$ cat src/rtl/ecc_operand_loader.sv
// ecc_operand_loader
// Assembles NCH operand words (Px, Py, prime, a, k) from IN_W-bit serial beats
// delivered on all channels in parallel. It also serialises one result word
// back out as IN_W-bit beats. Beat order is LSB-first or MSB-first (MSB_FIRST),
// and the same order is used for loading and unloading.
module ecc_operand_loader #(
    parameter int WORD_W    = 32,
    parameter int IN_W      = 4,
    parameter int NCH       = 5,
    parameter int MSB_FIRST = 0
) (
    input  logic                   i_clk,
    input  logic                   i_rst,
    input  logic                   i_start,
    input  logic                   i_valid,
    input  logic [NCH*IN_W-1:0]    i_data,
    input  logic                   i_abort,
    output logic                   o_ready,
    output logic [NCH*WORD_W-1:0]  o_words,
    output logic                   o_load_done,
    input  logic                   i_res_valid,
    input  logic [WORD_W-1:0]      i_res,
    output logic [IN_W-1:0]        o_res,
    output logic                   o_res_valid,
    output logic                   o_res_last,
    output logic                   o_busy
);

    // WORD_W must be a multiple of IN_W with at least two beats per word.
    localparam int BEATS = WORD_W / IN_W;
    localparam int CNT_W = $clog2(BEATS);
    localparam logic [CNT_W-1:0] LAST = CNT_W'(BEATS - 1);

    typedef enum logic [1:0] {
        S_IDLE,
        S_LOAD,
        S_DONE,
        S_UNLOAD
    } state_t;

    state_t              state, state_nx;
    logic [CNT_W-1:0]    cnt, cnt_nx;
    logic [CNT_W-1:0]    wr_idx;
    logic                load_wr;
    logic                words_clr;
    logic                unl_start;
    logic [WORD_W-1:0]   sreg;
    logic [WORD_W-1:0]   words_q  [NCH];
    logic [WORD_W-1:0]   words_nx [NCH];
    logic [IN_W-1:0]     din      [NCH];

    // Bit position of beat k inside a word, honouring the beat order.
    function automatic int beat_lsb(input logic [CNT_W-1:0] k);
        if (MSB_FIRST != 0) begin
            return (BEATS - 1 - int'(k)) * IN_W;
        end
        return int'(k) * IN_W;
    endfunction

    // Extract beat k of a word.
    function automatic logic [IN_W-1:0] beat_of(input logic [WORD_W-1:0] w,
                                                input logic [CNT_W-1:0]  k);
        logic [WORD_W-1:0] sh;
        sh = w >> beat_lsb(k);
        return sh[IN_W-1:0];
    endfunction

    // Place a beat at position k of an otherwise-zero word.
    function automatic logic [WORD_W-1:0] beat_place(input logic [IN_W-1:0]  b,
                                                     input logic [CNT_W-1:0] k);
        return WORD_W'(b) << beat_lsb(k);
    endfunction

    for (genvar g = 0; g < NCH; g++) begin : g_ch
        assign din[g]                       = i_data[g*IN_W +: IN_W];
        assign o_words[g*WORD_W +: WORD_W]  = words_q[g];
    end

    // Ready is a pure decode of the state so a beat can be offered without delay.
    assign o_ready = (state == S_IDLE) || (state == S_LOAD);

    // Beat 0 is written from IDLE while the counter is still zero.
    assign wr_idx = (state == S_IDLE) ? '0 : cnt;

    // Next-state, counter and datapath strobes.
    always_comb begin
        state_nx  = state;
        cnt_nx    = cnt;
        load_wr   = 1'b0;
        words_clr = 1'b0;
        unl_start = 1'b0;
        case (state)
            S_IDLE: begin
                cnt_nx = '0;
                if (i_start) begin
                    // Load takes precedence over a simultaneous unload request.
                    state_nx  = S_LOAD;
                    words_clr = 1'b1;
                    load_wr   = 1'b1;
                    cnt_nx    = CNT_W'(1);
                end else if (i_res_valid) begin
                    state_nx  = S_UNLOAD;
                    unl_start = 1'b1;
                end
            end
            S_LOAD: begin
                if (i_abort) begin
                    // Abort discards the partial operands and the beat in flight.
                    state_nx  = S_IDLE;
                    words_clr = 1'b1;
                    cnt_nx    = '0;
                end else if (i_valid) begin
                    load_wr = 1'b1;
                    if (cnt == LAST) begin
                        state_nx = S_DONE;
                        cnt_nx   = '0;
                    end else begin
                        cnt_nx = cnt + CNT_W'(1);
                    end
                end
            end
            S_DONE: begin
                state_nx = S_IDLE;
                cnt_nx   = '0;
            end
            S_UNLOAD: begin
                if (i_abort || (cnt == LAST)) begin
                    state_nx = S_IDLE;
                    cnt_nx   = '0;
                end else begin
                    cnt_nx = cnt + CNT_W'(1);
                end
            end
            default: begin
                state_nx = S_IDLE;
                cnt_nx   = '0;
            end
        endcase
    end

    // Next operand words: optional clear, then OR in the current beat.
    always_comb begin
        for (int c = 0; c < NCH; c++) begin
            words_nx[c] = words_clr ? '0 : words_q[c];
            if (load_wr) begin
                words_nx[c] = words_nx[c] | beat_place(din[c], wr_idx);
            end
        end
    end

    // State, counter and registered control outputs derived from the next state.
    always_ff @(posedge i_clk or posedge i_rst) begin
        if (i_rst) begin
            state       <= S_IDLE;
            cnt         <= '0;
            o_load_done <= 1'b0;
            o_busy      <= 1'b0;
            o_res_valid <= 1'b0;
            o_res_last  <= 1'b0;
        end else begin
            state       <= state_nx;
            cnt         <= cnt_nx;
            o_load_done <= (state_nx == S_DONE);
            o_busy      <= (state_nx != S_IDLE);
            o_res_valid <= (state_nx == S_UNLOAD);
            o_res_last  <= (state_nx == S_UNLOAD) && (cnt_nx == LAST);
        end
    end

    // Operand words, result shift register and outgoing result beat.
    always_ff @(posedge i_clk or posedge i_rst) begin
        if (i_rst) begin
            for (int c = 0; c < NCH; c++) begin
                words_q[c] <= '0;
            end
            sreg  <= '0;
            o_res <= '0;
        end else begin
            for (int c = 0; c < NCH; c++) begin
                words_q[c] <= words_nx[c];
            end
            if (unl_start) begin
                sreg <= i_res;
            end
            // The first beat comes straight from i_res since sreg is loaded on the same edge.
            if (state_nx == S_UNLOAD) begin
                o_res <= beat_of(unl_start ? i_res : sreg, cnt_nx);
            end else begin
                o_res <= '0;
            end
        end
    end

endmodule

$ cat config.mk
export PLATFORM = sky130hd
export DESIGN_NAME = ecc_operand_loader
export DESIGN_NICKNAME = d
export VERILOG_FILES = /design/src/rtl/ecc_operand_loader.sv
export SDC_FILE = /design/constraint.sdc
export NUM_CORES = 1
export LEC_CHECK = 0
export CAP_MARGIN = 20
export CORE_UTILIZATION = 35
export CTS_BUF_LIST = sky130_fd_sc_hd__clkbuf_16
export DETAILED_ROUTE_END_ITERATION = 16
export PLACE_DENSITY = 0.61
export SETUP_SLACK_MARGIN = 0.2
export SYNTH_ARGS = -nofsm -noshare
export SYNTH_HDL_FRONTEND = slang
export SYNTH_SLANG_ARGS = --single-unit
export TNS_END_PERCENT = 20
$ cat constraint.sdc
create_clock -name i_clk -period 7.78 [get_ports i_clk]
set_clock_uncertainty 0.1 [all_clocks]
set_input_delay 0.778 -clock i_clk [delete_from_list [all_inputs] [get_ports i_clk]]
set_output_delay 0.778 -clock i_clk [all_outputs]
set_load 0.01 [all_outputs]
==> impl_metrics.csv <==
group,metric,value,unit
sta,rsz0062_at_grt,"no",
sta,hold_viol,0,
routing,ant_nets,0,
sta,finalCritPeriodShare,0.402,
synthesis,yosys_warnings,0,
synthesis,synth_cells,533,
synthesis,yosys.area.top_type,"dfrtp_1",
sta,slew-limit-headroom,0.289,
synthesis,ys_seq_elements,205,
die,die_w,151,um
synthesis,yosys.area_share.adder,0.00323,
routing,wirelength,22.0,mm
clock_network,max-clock-path-buffers,3,
setup_path,worstPathRequired,8.04,ns
synthesis,synth.cell_area,0.00775,mm2
pwr,leakagePower,4.89,nW
final_layout,fin_area,0.0110,mm2
routing,drc,0,
min_path,hp-class,"reg2reg",
global_routing,grt_start_max_net_pins,125,
synthesis,yosysMostFrequentCell,"dfrtp_1",
placed_design,post-place-ws,4.10,ns
global_routing,gr-total-overflow,0,
die,start_util,0.356,
clock_network,clk_pin_slew,0.06,ns
clock_network,cts_root_buffer,"clkbuf_16",
flow_run,maxCapViolations,0,
routing,drtIter0Drc,241,
synthesis,synth_edf_count,0,
final_layout,n_antenna_cell,0,
clock_network,insertion_delay,0.50,ns
placed_design,place_congestion,0.828,
synthesis,synth-compound-area-share,0.197,
final_layout,nets,796,
clock_network,cts_resized,0,
synthesis,ys_types,37,
run_status,outcome,"complete, no violations",
clock_network,htreeDepth,1,
placed_design,dp_hpwl,14.6,mm
clock_network,numCtsBuffers,22,
synthesis,synth.avg_cell_area,14.5,um2
synthesis,synth_top_family_by_area,"compound AO/OA/AOI/OAI gates",
synthesis,ys_async_sr_fraction,1.00,
setup_path,cp.arrival,3.39,ns
synthesis,synthSimpleGateAreaFrac,0.0237,
sta,min_period,3.12,ns
synthesis,synth_top_area_frac,0.662,
setup_path,crit_path_start_kind,"primary input",
global_routing,grt_pass1_wl,33.0,mm
routing,wl_per_cell,21.3,um
synthesis,ys.flop_type,"dfrtp_1",
sta,setup_viol,0,
global_routing,grtUsageTotal,0.190,
clock_network,post_cts_buffers,0,
sta,finalMaxSlewViolations,0,
global_routing,antenna_found_initial,0,
setup_path,critPathKind,"in2reg",
global_routing,grt_pass1_vias,5514,
routing,drt_first_pass_iters,4,
die,core_region_area,0.0218,mm2
sta,max_freq,320,MHz
synthesis,synthesis.nets,593,
placed_design,dpl_cell_area,0.0102,mm2
sta,tns,0,ns
setup_path,cp-end-kind,"flip-flop",
final_layout,n_fill_cell,1883,
routing,viasPerCell,5.39,
clock_network,cts_tree,"done",
synthesis,synth_area_leaders,"dfrtp_1 66%, a22o_1 18%, mux2_2 3.5%",
synthesis,synthXorXnorAreaFrac,0,
die,die-area,0.0227,mm2
clock_network,cts.sinks,205,
synthesis,ys_seq_area_frac,0.662,
sta,setup_slack,4.66,ns
die,io_pins,227,
sta,tightestPinTransition,1.07,ns
pwr,peakVddDrop,0.140,mV
placed_design,numPortBuffers,226,
setup_path,crit_fanout,22,
clock_network,hold_buffers,0,
die,num_rows,54,
final_layout,area_growth,41.8,%
final_layout,drive_above_1_share,0.116,
synthesis,synth_common_cells,"205 x dfrtp_1, 160 x a22o_1, 25 x clkbuf_1",
synthesis,yosys-mux-area-fraction,0.0767,
die,dieHeight,151,um
pwr,powerDensity,303,mW/mm2
routing,vias,5562,
critical path, stage by stage:
cell and delay (ns):
clkdlybuf4s50_1 0.48, nor4b_4 0.70, buf_4 0.42, mux2_2 0.39, mux4_2 0.48, o2bb2ai_1 0.13
logic make-up (layout without fill, tap and decap cells):
group / after synthesis / count (layout)
muxes: 51 / 51
and+or+nand+nor: 31 / 31
adders and majority gates: 2 / 2
buffers and inverters: 64 / 283
DFF: 205 / 205
AOI/OAI and AO/OA: 180 / 180
report_power, final:
group          switching (mW)  leakage (nW)  internal [mW]  total [mW]
combinational           0.481          1.75          0.454       0.936
sequential              0.107          2.76           1.27        1.37
clock                   0.422         0.371          0.603        1.02
final cells by class:
type	instances	area [um2]	share of cell area
clock buffer	23	576	0.0524
clock inverter	17	136	0.0124
inverter	4	22.5	0.00205
multi-input combinational	264	2370	0.216
sequential	205	5130	0.467
tap	280	350	0.0319
timing repair buffer	239	2400	0.218
registers in the layout, indices dropped and copies added (netlist names):
signal and flops:
o_res 4, cnt 3, o_res_valid 1, sreg 32, o_words 160, state 2
o_busy 1, o_res_last 1, o_load_done 1
routing by layer:
layer | up-vias | global-route usage | routed length, um
met3 | 38 | 0.0458 | 1760
met2 | 230 | 0.310 | 10700
met5 | - | 0 | 0
met1 | 2877 | 0.250 | 8960
met4 | 0 | 0.0590 | 527
li1 | 2417 | - | -
layout by cell type, fill, tap and decap left out, drive strengths merged, types with 3 or more instances in the layout:
cell,netlist,routed
mux4,3,3
nor2b,3,3
buf,35,13
nor2,11,11
clkdlybuf4s50,0,226
a22o,160,160
o21ai,7,7
o2bb2ai,3,3
mux2i,11,11
clkbuf,25,23
clkinv,0,9
nor3,5,5
mux2,37,37
dfrtp,205,205
a21oi,3,3
nand3,3,3
inv,4,10
stage by stage:
| step | hold slack, ns | utilization | total power [mW] | std cells |
|---|---|---|---|---|
| global placement | 0.365 | 0.469 | 2.30 | 988 |
| finish | 0.381 | 0.505 | 3.33 | 1032 |
| floorplan | 0.354 | - | 1.91 | 533 |
| CTS | 0.388 | 0.502 | 3.37 | 1028 |
| detailed placement | 0.375 | 0.469 | 2.33 | 988 |
| global route | 0.408 | 0.505 | 3.50 | 1032 |
worst paths after layout:
| check | startpoint | endpoint | slack [ns] | cells after the start |
|---|---|---|---|---|
| min in group asynchronous | i_rst | sreg[16]$_DFF_PP0_ | 0.74 | 2 |
| hold / removal | sreg[1]$_DFF_PP0_ | sreg[1]$_DFF_PP0_ | 0.38 | 1 |
| max in group asynchronous | i_rst | o_words[39]$_DFF_PP0_ | 5.53 | 4 |
| hold reg to reg | sreg[1]$_DFF_PP0_ | sreg[1]$_DFF_PP0_ | 0.38 | 1 |
| setup / recovery | i_start | o_res[1]$_DFF_PP0_ | 4.66 | 6 |
| setup reg to reg | state[1]$_DFF_PP0_ | o_res[1]$_DFF_PP0_ | 4.82 | 5 |
No activity file was read; power rests on OpenSTA's default activity.
